$ cat src/rtl/lfsr_sequencer.sv
// Command sequencer for the lfsr block: loads taps/seed, runs, halts and resumes it.
// Optional period measurement and stall detection are enabled by defining LFSR_SEQ_PERIOD_EN.
module lfsr_sequencer #(
  parameter int BITS  = 5,
  parameter int TICKS = 6250
) (
  input  logic            clk,
  input  logic            reset_n_i,
  input  logic            cmd_valid_i,
  output logic            cmd_ready_o,
  input  logic [1:0]      cmd_op_i,
  input  logic [BITS-1:0] cmd_data_i,
  input  logic [BITS-1:0] lfsr_state_i,
  output logic            reset_lfsr_o,
  output logic            reset_taps_o,
  output logic [BITS-1:0] data_o,
  output logic            running_o,
  output logic            period_valid_o,
  output logic [BITS-1:0] period_o
);

  localparam logic [1:0] OP_LOAD_TAPS = 2'd0;
  localparam logic [1:0] OP_LOAD_SEED = 2'd1;
  localparam logic [1:0] OP_RUN       = 2'd2;
  localparam logic [1:0] OP_HALT      = 2'd3;

  typedef enum logic [2:0] {S_IDLE, S_LOAD_T, S_LOAD_S, S_RUN, S_HALT} state_t;

  state_t          state;
  state_t          ret_state;
  logic            ld_phase;
  logic [BITS-1:0] seed_q;
  logic [BITS-1:0] hold_q;
  logic            accept;

  assign accept = cmd_valid_i & cmd_ready_o;

  always_ff @(posedge clk or negedge reset_n_i) begin
    if (!reset_n_i) begin
      state        <= S_IDLE;
      ret_state    <= S_IDLE;
      ld_phase     <= 1'b0;
      seed_q       <= BITS'(1);
      hold_q       <= BITS'(1);
      reset_lfsr_o <= 1'b1;
      reset_taps_o <= 1'b0;
      data_o       <= BITS'(1);
      cmd_ready_o  <= 1'b1;
      running_o    <= 1'b0;
    end else begin
      case (state)
        S_IDLE, S_RUN, S_HALT: begin
          if (accept) begin
            case (cmd_op_i)
              OP_LOAD_TAPS: begin
                state        <= S_LOAD_T;
                ret_state    <= state;
                ld_phase     <= 1'b0;
                reset_taps_o <= 1'b1;
                reset_lfsr_o <= 1'b0;
                data_o       <= cmd_data_i;
                cmd_ready_o  <= 1'b0;
                running_o    <= 1'b0;
              end
              OP_LOAD_SEED: begin
                state        <= S_LOAD_S;
                ret_state    <= state;
                ld_phase     <= 1'b0;
                seed_q       <= cmd_data_i;
                reset_taps_o <= 1'b0;
                reset_lfsr_o <= 1'b1;
                data_o       <= cmd_data_i;
                cmd_ready_o  <= 1'b0;
                running_o    <= 1'b0;
              end
              OP_RUN: begin
                if (state != S_RUN) begin
                  state        <= S_RUN;
                  reset_lfsr_o <= 1'b0;
                  data_o       <= seed_q;
                  running_o    <= 1'b1;
                end
              end
              OP_HALT: begin
                if (state == S_RUN) begin
                  state        <= S_HALT;
                  hold_q       <= lfsr_state_i;
                  reset_lfsr_o <= 1'b1;
                  data_o       <= lfsr_state_i;
                  running_o    <= 1'b0;
                end
              end
              default: ;
            endcase
          end
        end
        S_LOAD_T, S_LOAD_S: begin
          if (!ld_phase) begin
            ld_phase <= 1'b1;
          end else begin
            ld_phase     <= 1'b0;
            state        <= ret_state;
            cmd_ready_o  <= 1'b1;
            reset_taps_o <= 1'b0;
            if (ret_state == S_RUN) begin
              reset_lfsr_o <= 1'b0;
              data_o       <= seed_q;
              running_o    <= 1'b1;
            end else begin
              // A frozen state freezes on the freshly loaded seed, or keeps its old hold value after a taps load.
              reset_lfsr_o <= 1'b1;
              if (state == S_LOAD_S) begin
                hold_q <= seed_q;
                data_o <= seed_q;
              end else begin
                data_o <= hold_q;
              end
            end
          end
        end
        default: state <= S_IDLE;
      endcase
    end
  end

`ifdef LFSR_SEQ_PERIOD_EN
  localparam int              STALL_N  = 2 * TICKS;
  localparam int              STALL_W  = $clog2(STALL_N + 1);
  localparam logic [BITS-1:0] CNT_LAST = '1;

  logic [BITS-1:0]    ref_q;
  logic [BITS-1:0]    prev_q;
  logic [BITS-1:0]    cnt;
  logic [STALL_W-1:0] stall;
  logic               start_run;
  logic               restart_run;
  logic               step;

  assign start_run   = accept && (cmd_op_i == OP_RUN) && (state == S_IDLE || state == S_HALT);
  assign restart_run = (state == S_LOAD_T || state == S_LOAD_S) && ld_phase && (ret_state == S_RUN);
  assign step        = (lfsr_state_i != prev_q);

  always_ff @(posedge clk or negedge reset_n_i) begin
    if (!reset_n_i) begin
      ref_q          <= '0;
      prev_q         <= '0;
      cnt            <= '0;
      stall          <= '0;
      period_valid_o <= 1'b0;
      period_o       <= '0;
    end else if (start_run || restart_run) begin
      // Entering RUN from a freeze starts at hold_q; a load inside RUN restarts from the live state.
      ref_q          <= start_run ? hold_q : lfsr_state_i;
      prev_q         <= start_run ? hold_q : lfsr_state_i;
      cnt            <= '0;
      stall          <= '0;
      period_valid_o <= 1'b0;
      period_o       <= '0;
    end else if (state == S_RUN) begin
      prev_q <= lfsr_state_i;
      if (!period_valid_o) begin
        if (step) begin
          stall <= '0;
          if (cnt != CNT_LAST) cnt <= cnt + BITS'(1);
          if (lfsr_state_i == ref_q) begin
            period_o       <= cnt + BITS'(1);
            period_valid_o <= 1'b1;
          end else if (cnt == CNT_LAST - BITS'(1)) begin
            period_o       <= '0;
            period_valid_o <= 1'b1;
          end
        end else begin
          if (stall != STALL_W'(STALL_N)) stall <= stall + STALL_W'(1);
          if (stall == STALL_W'(STALL_N - 1)) begin
            period_o       <= '0;
            period_valid_o <= 1'b1;
          end
        end
      end
    end
  end
`else
  assign period_valid_o = 1'b0;
  assign period_o       = '0;

  // TICKS only sizes the stall timeout, which is compiled out here.
  if (TICKS < 1) begin : g_ticks_unused
  end
`endif

endmodule

$ cat config.mk
export PLATFORM = sky130hd
export DESIGN_NAME = lfsr_sequencer
export DESIGN_NICKNAME = d
export VERILOG_FILES = /design/src/rtl/lfsr_sequencer.sv
export SDC_FILE = /design/constraint.sdc
export NUM_CORES = 1
export LEC_CHECK = 0
export CELL_PAD_IN_SITES_DETAIL_PLACEMENT = 0
export CELL_PAD_IN_SITES_GLOBAL_PLACEMENT = 2
export CORE_ASPECT_RATIO = 1.4
export CORE_MARGIN = 2
export CORE_UTILIZATION = 40
export CTS_CLUSTER_DIAMETER = 120
export DETAILED_ROUTE_END_ITERATION = 16
export DONT_BUFFER_PORTS = 1
export PLACE_DENSITY_LB_ADDON = 0.1
export SYNTH_ARGS = -nofsm -noshare
export SYNTH_HDL_FRONTEND = slang
export SYNTH_SLANG_ARGS = --single-unit
$ cat constraint.sdc
create_clock -name clk -period 2.8 [get_ports clk]
set_input_delay 0.28 -clock clk [delete_from_list [all_inputs] [get_ports clk]]
set_output_delay 0.28 -clock clk [all_outputs]
set_load 0.01 [all_outputs]
==> impl_metrics.toml <==
[outcome]
status = "finished clean"

[clock_network]
postCtsSetupBuffers = 0
clockBufferDepth = 2
clk_pin_slew_ns = 0.09
numCtsBuffers = 3
htree_levels = 1
cts.sinks = 26
ctsRootBufferMaster = "clkbuf_8"
cts_tree = "built"
insertion_delay_ns = 0.27

[grt]
grt_max_degree = 27
antenna_found_initial = 0
grt_pass1_wl_um = 7330
gr-total-overflow = 0
grt_pass1_vias = 1543
grtUsageTotal_pct = 19.2

[route]
num_vias = 1438
drt_first_pass_iters = 4
ant_nets = 0
route.detailed.drc = 0
vias_per_cell = 5.82
drt-initial-drc-count = 64
wl_per_cell_um = 17.8
routed_wl_um = 4400

[finish]
final_cells = 247
n_fill_cell = 436
fin_nets = 209
areaGrowthSynthToFinish_pct = 5.76
antenna_cells = 0
drive_gt1_share_pct = 17.1
final_core_util_pct = 44.5

[setup_path]
critPathSlowestCell = "dfrtp_1"
cp.depth = 5
worstPathCellList = "xnor2_1 -> nor2_2 -> mux2_2 -> a21oi_1 -> mux2i_1"
slowest_delay_ns = 0.60
r2r_cells = 5
crit_end = "data_o[1]$_DFFE_PN0P_"
arrival_ns = 2.25
critPathLaunchType = "flop"
critPathLaunch = "state[0]$_DFFE_PN0P_"
crit_path_end_kind = "flop"
reg2reg_to = "data_o[1]$_DFFE_PN0P_"
crit_type = "reg -> reg"
worst-path-max-fanout = 12
reg2reg_from = "state[0]$_DFFE_PN0P_"
cp_top_family = "flip-flops"
path_buf_inv = 0
reg2reg_slack_ns = 0.69
cp.required_ns = 2.94

[logic_synthesis]
yosysTopAreaCellShare_pct = 29.5
ys.flop_type = "dfrtp_1"
synthesis.area_um2 = 1780
synth_edf_count = 0
ys_types = 53
ys_ff_latch = 26
ys_seq_area_share_pct = 36.9
netlist_instances = 189
yosysTopAreaCell = "dfrtp_1"
ys.warnings.count = 0
synth_area_leaders = "dfrtp_1 29%, dfstp_2 7.4%, mux2i_1 4.5%"
avgSynthCellArea_um2 = 9.43
synthArstFlopShare_pct = 100

[power]
comb_power_share_pct = 53.4
static-leakage-power_nw = 0.768
p_int_w = 0.00128
peakVddDrop_mv = 0.486
total_power_w = 0.00231
p_switching_w = 0.00103
seqPwrFrac_pct = 36.1
swShare_pct = 44.6
clkPwrFrac_pct = 10.5
power_density_nw_per_um2 = 1220

[timing]
slew_violations = 0
fin_setup_tns_ns = 0
worst_pin_slew_ns = 0.561
min_period_ns = 2.11
skew_ns = 0.00477
final_hold_viol_count = 0
rsz0062_at_grt = "no"
period_share_pct = 75.5
fmax_ghz = 0.473
setup_viol = 0
worst_hold_slack_ns = 0.132
max_slew_margin_pct = 62.4

[placement]
routabilityCongestion = 0.748
io_buffers = 0
dpl.cell_count = 241
detailed_place_hpwl_um = 3380

[floorplanning]
die_x_um = 60.4
die_h_um = 83.0
die_area_um2 = 5010
core-area_um2 = 4240
start_util_pct = 42.0
rows = 28
io_pins = 30

[flow_run]
maxCapViolCount = 0

[hold_path]
min_from = "cmd_data_i[3]"
hp-class = "in -> reg"
hold_depth = 2
==> cell families (layout without fill, tap and decap cells) <==
logic type / Yosys count / count (layout) / share of synthesized area [%]
AOI/OAI and AO/OA: 65 / 65 / 24.2
xor gates and xnor gates: 1 / 1 / 0.492
adders and majority gates: 6 / 6 / 4.21
buffers and inverters: 25 / 18 / 7.44
DFF: 26 / 26 / 36.9
muxes: 16 / 16 / 9.97
other: 1 / 6 / 0.210
and+or+nand+nor: 49 / 49 / 16.6
==> cell type report <==
cell class                 instances  area (µm²)  area share (%)
multi-input combinational        143        1010            53.7
sequential                        26         657            34.9
tap                               60        75.1            3.98
clock buffer                       4        55.1            2.92
timing repair buffer               5        52.6            2.79
inverter                           9        33.8            1.79
==> power by group through the flow <==
stage / registers, W / logic [W] / clock network (W)
after floorplan: 0.000735 / 0.00106 / 0
after global placement: 0.000838 / 0.00122 / 0
after detailed placement: 0.000840 / 0.00122 / 0
after CTS: 0.000833 / 0.00124 / 0.000254
after global routing: 0.000854 / 0.00138 / 0.000274
final: 0.000832 / 0.00123 / 0.000242
==> cells in the final DEF, fill, tap and decap left out, drive strengths merged, types with 3 or more instances in the layout <==
master,count
ha,6
buf,4
nand2,15
o21ai,17
conb,6
o22ai,9
a2bb2oi,7
dfstp,5
mux2i,8
nor2,11
nand2b,3
a21oi,12
mux2,8
dfrtp,21
clkbuf,4
nand3,3
a22oi,5
inv,9
nor3,3
==> registers in the layout, summed over array words and instances, names as in the netlist <==
register      cells
hold_q            5
ret_state         3
running_o         1
reset_lfsr_o      1
seed_q            5
data_o            5
state             3
cmd_ready_o       1
ld_phase          1
reset_taps_o      1
==> worst min path at each step <==
stage	end
after floorplan	data_o[1]$_DFFE_PN0P_
after global placement	ret_state[0]$_DFFE_PN0P_
after detailed placement	ret_state[0]$_DFFE_PN0P_
after CTS	seed_q[3]$_DFFE_PN0P_
after global routing	seed_q[2]$_DFFE_PN0P_
final	seed_q[3]$_DFFE_PN0P_
==> metrics by stage <==
step                      worst slack, ns  instance area, µm²
after floorplan                     0.974                1800
final                               0.687                1880
after global routing                0.515                1880
after detailed placement            0.716                1800
after global placement              0.714                1800
after CTS                           0.699                1880
==> synth_stat cells, types with 2 or more instances <==
| cell | number |
|---|---|
| a22oi_1 | 5 |
| o211ai_1 | 2 |
| a21oi_1 | 12 |
| o31ai_1 | 2 |
| mux2_4 | 2 |
| o21ai_0 | 16 |
| o22ai_1 | 9 |
| buf_2 | 4 |
| nand2_1 | 14 |
| ha_1 | 6 |
| clkbuf_1 | 4 |
| dfstp_2 | 5 |
| mux2_2 | 6 |
| dfrtp_1 | 21 |
| nor2_2 | 2 |
| nand2b_1 | 3 |
| nor2_1 | 9 |
| buf_4 | 7 |
| nand3_1 | 3 |
| a2bb2oi_1 | 7 |
| a22o_1 | 2 |
| nor3_1 | 3 |
| inv_1 | 8 |
| mux2i_1 | 8 |
==> timing repair <==
item	4_1_cts	5_1_grt
hold buffers	2	0
resized for setup	0	0
endpoints found under the hold margin	26	0
setup endpoints to repair	0	0
==> layer usage <==
layer	share of wire [%]	track usage [%]
met4	1.6	6.26
met5	0	0
met1	40	22.5
met3	3.4	3.27
met2	55	34.0
Note: power is estimated with default switching activity, not from simulation.
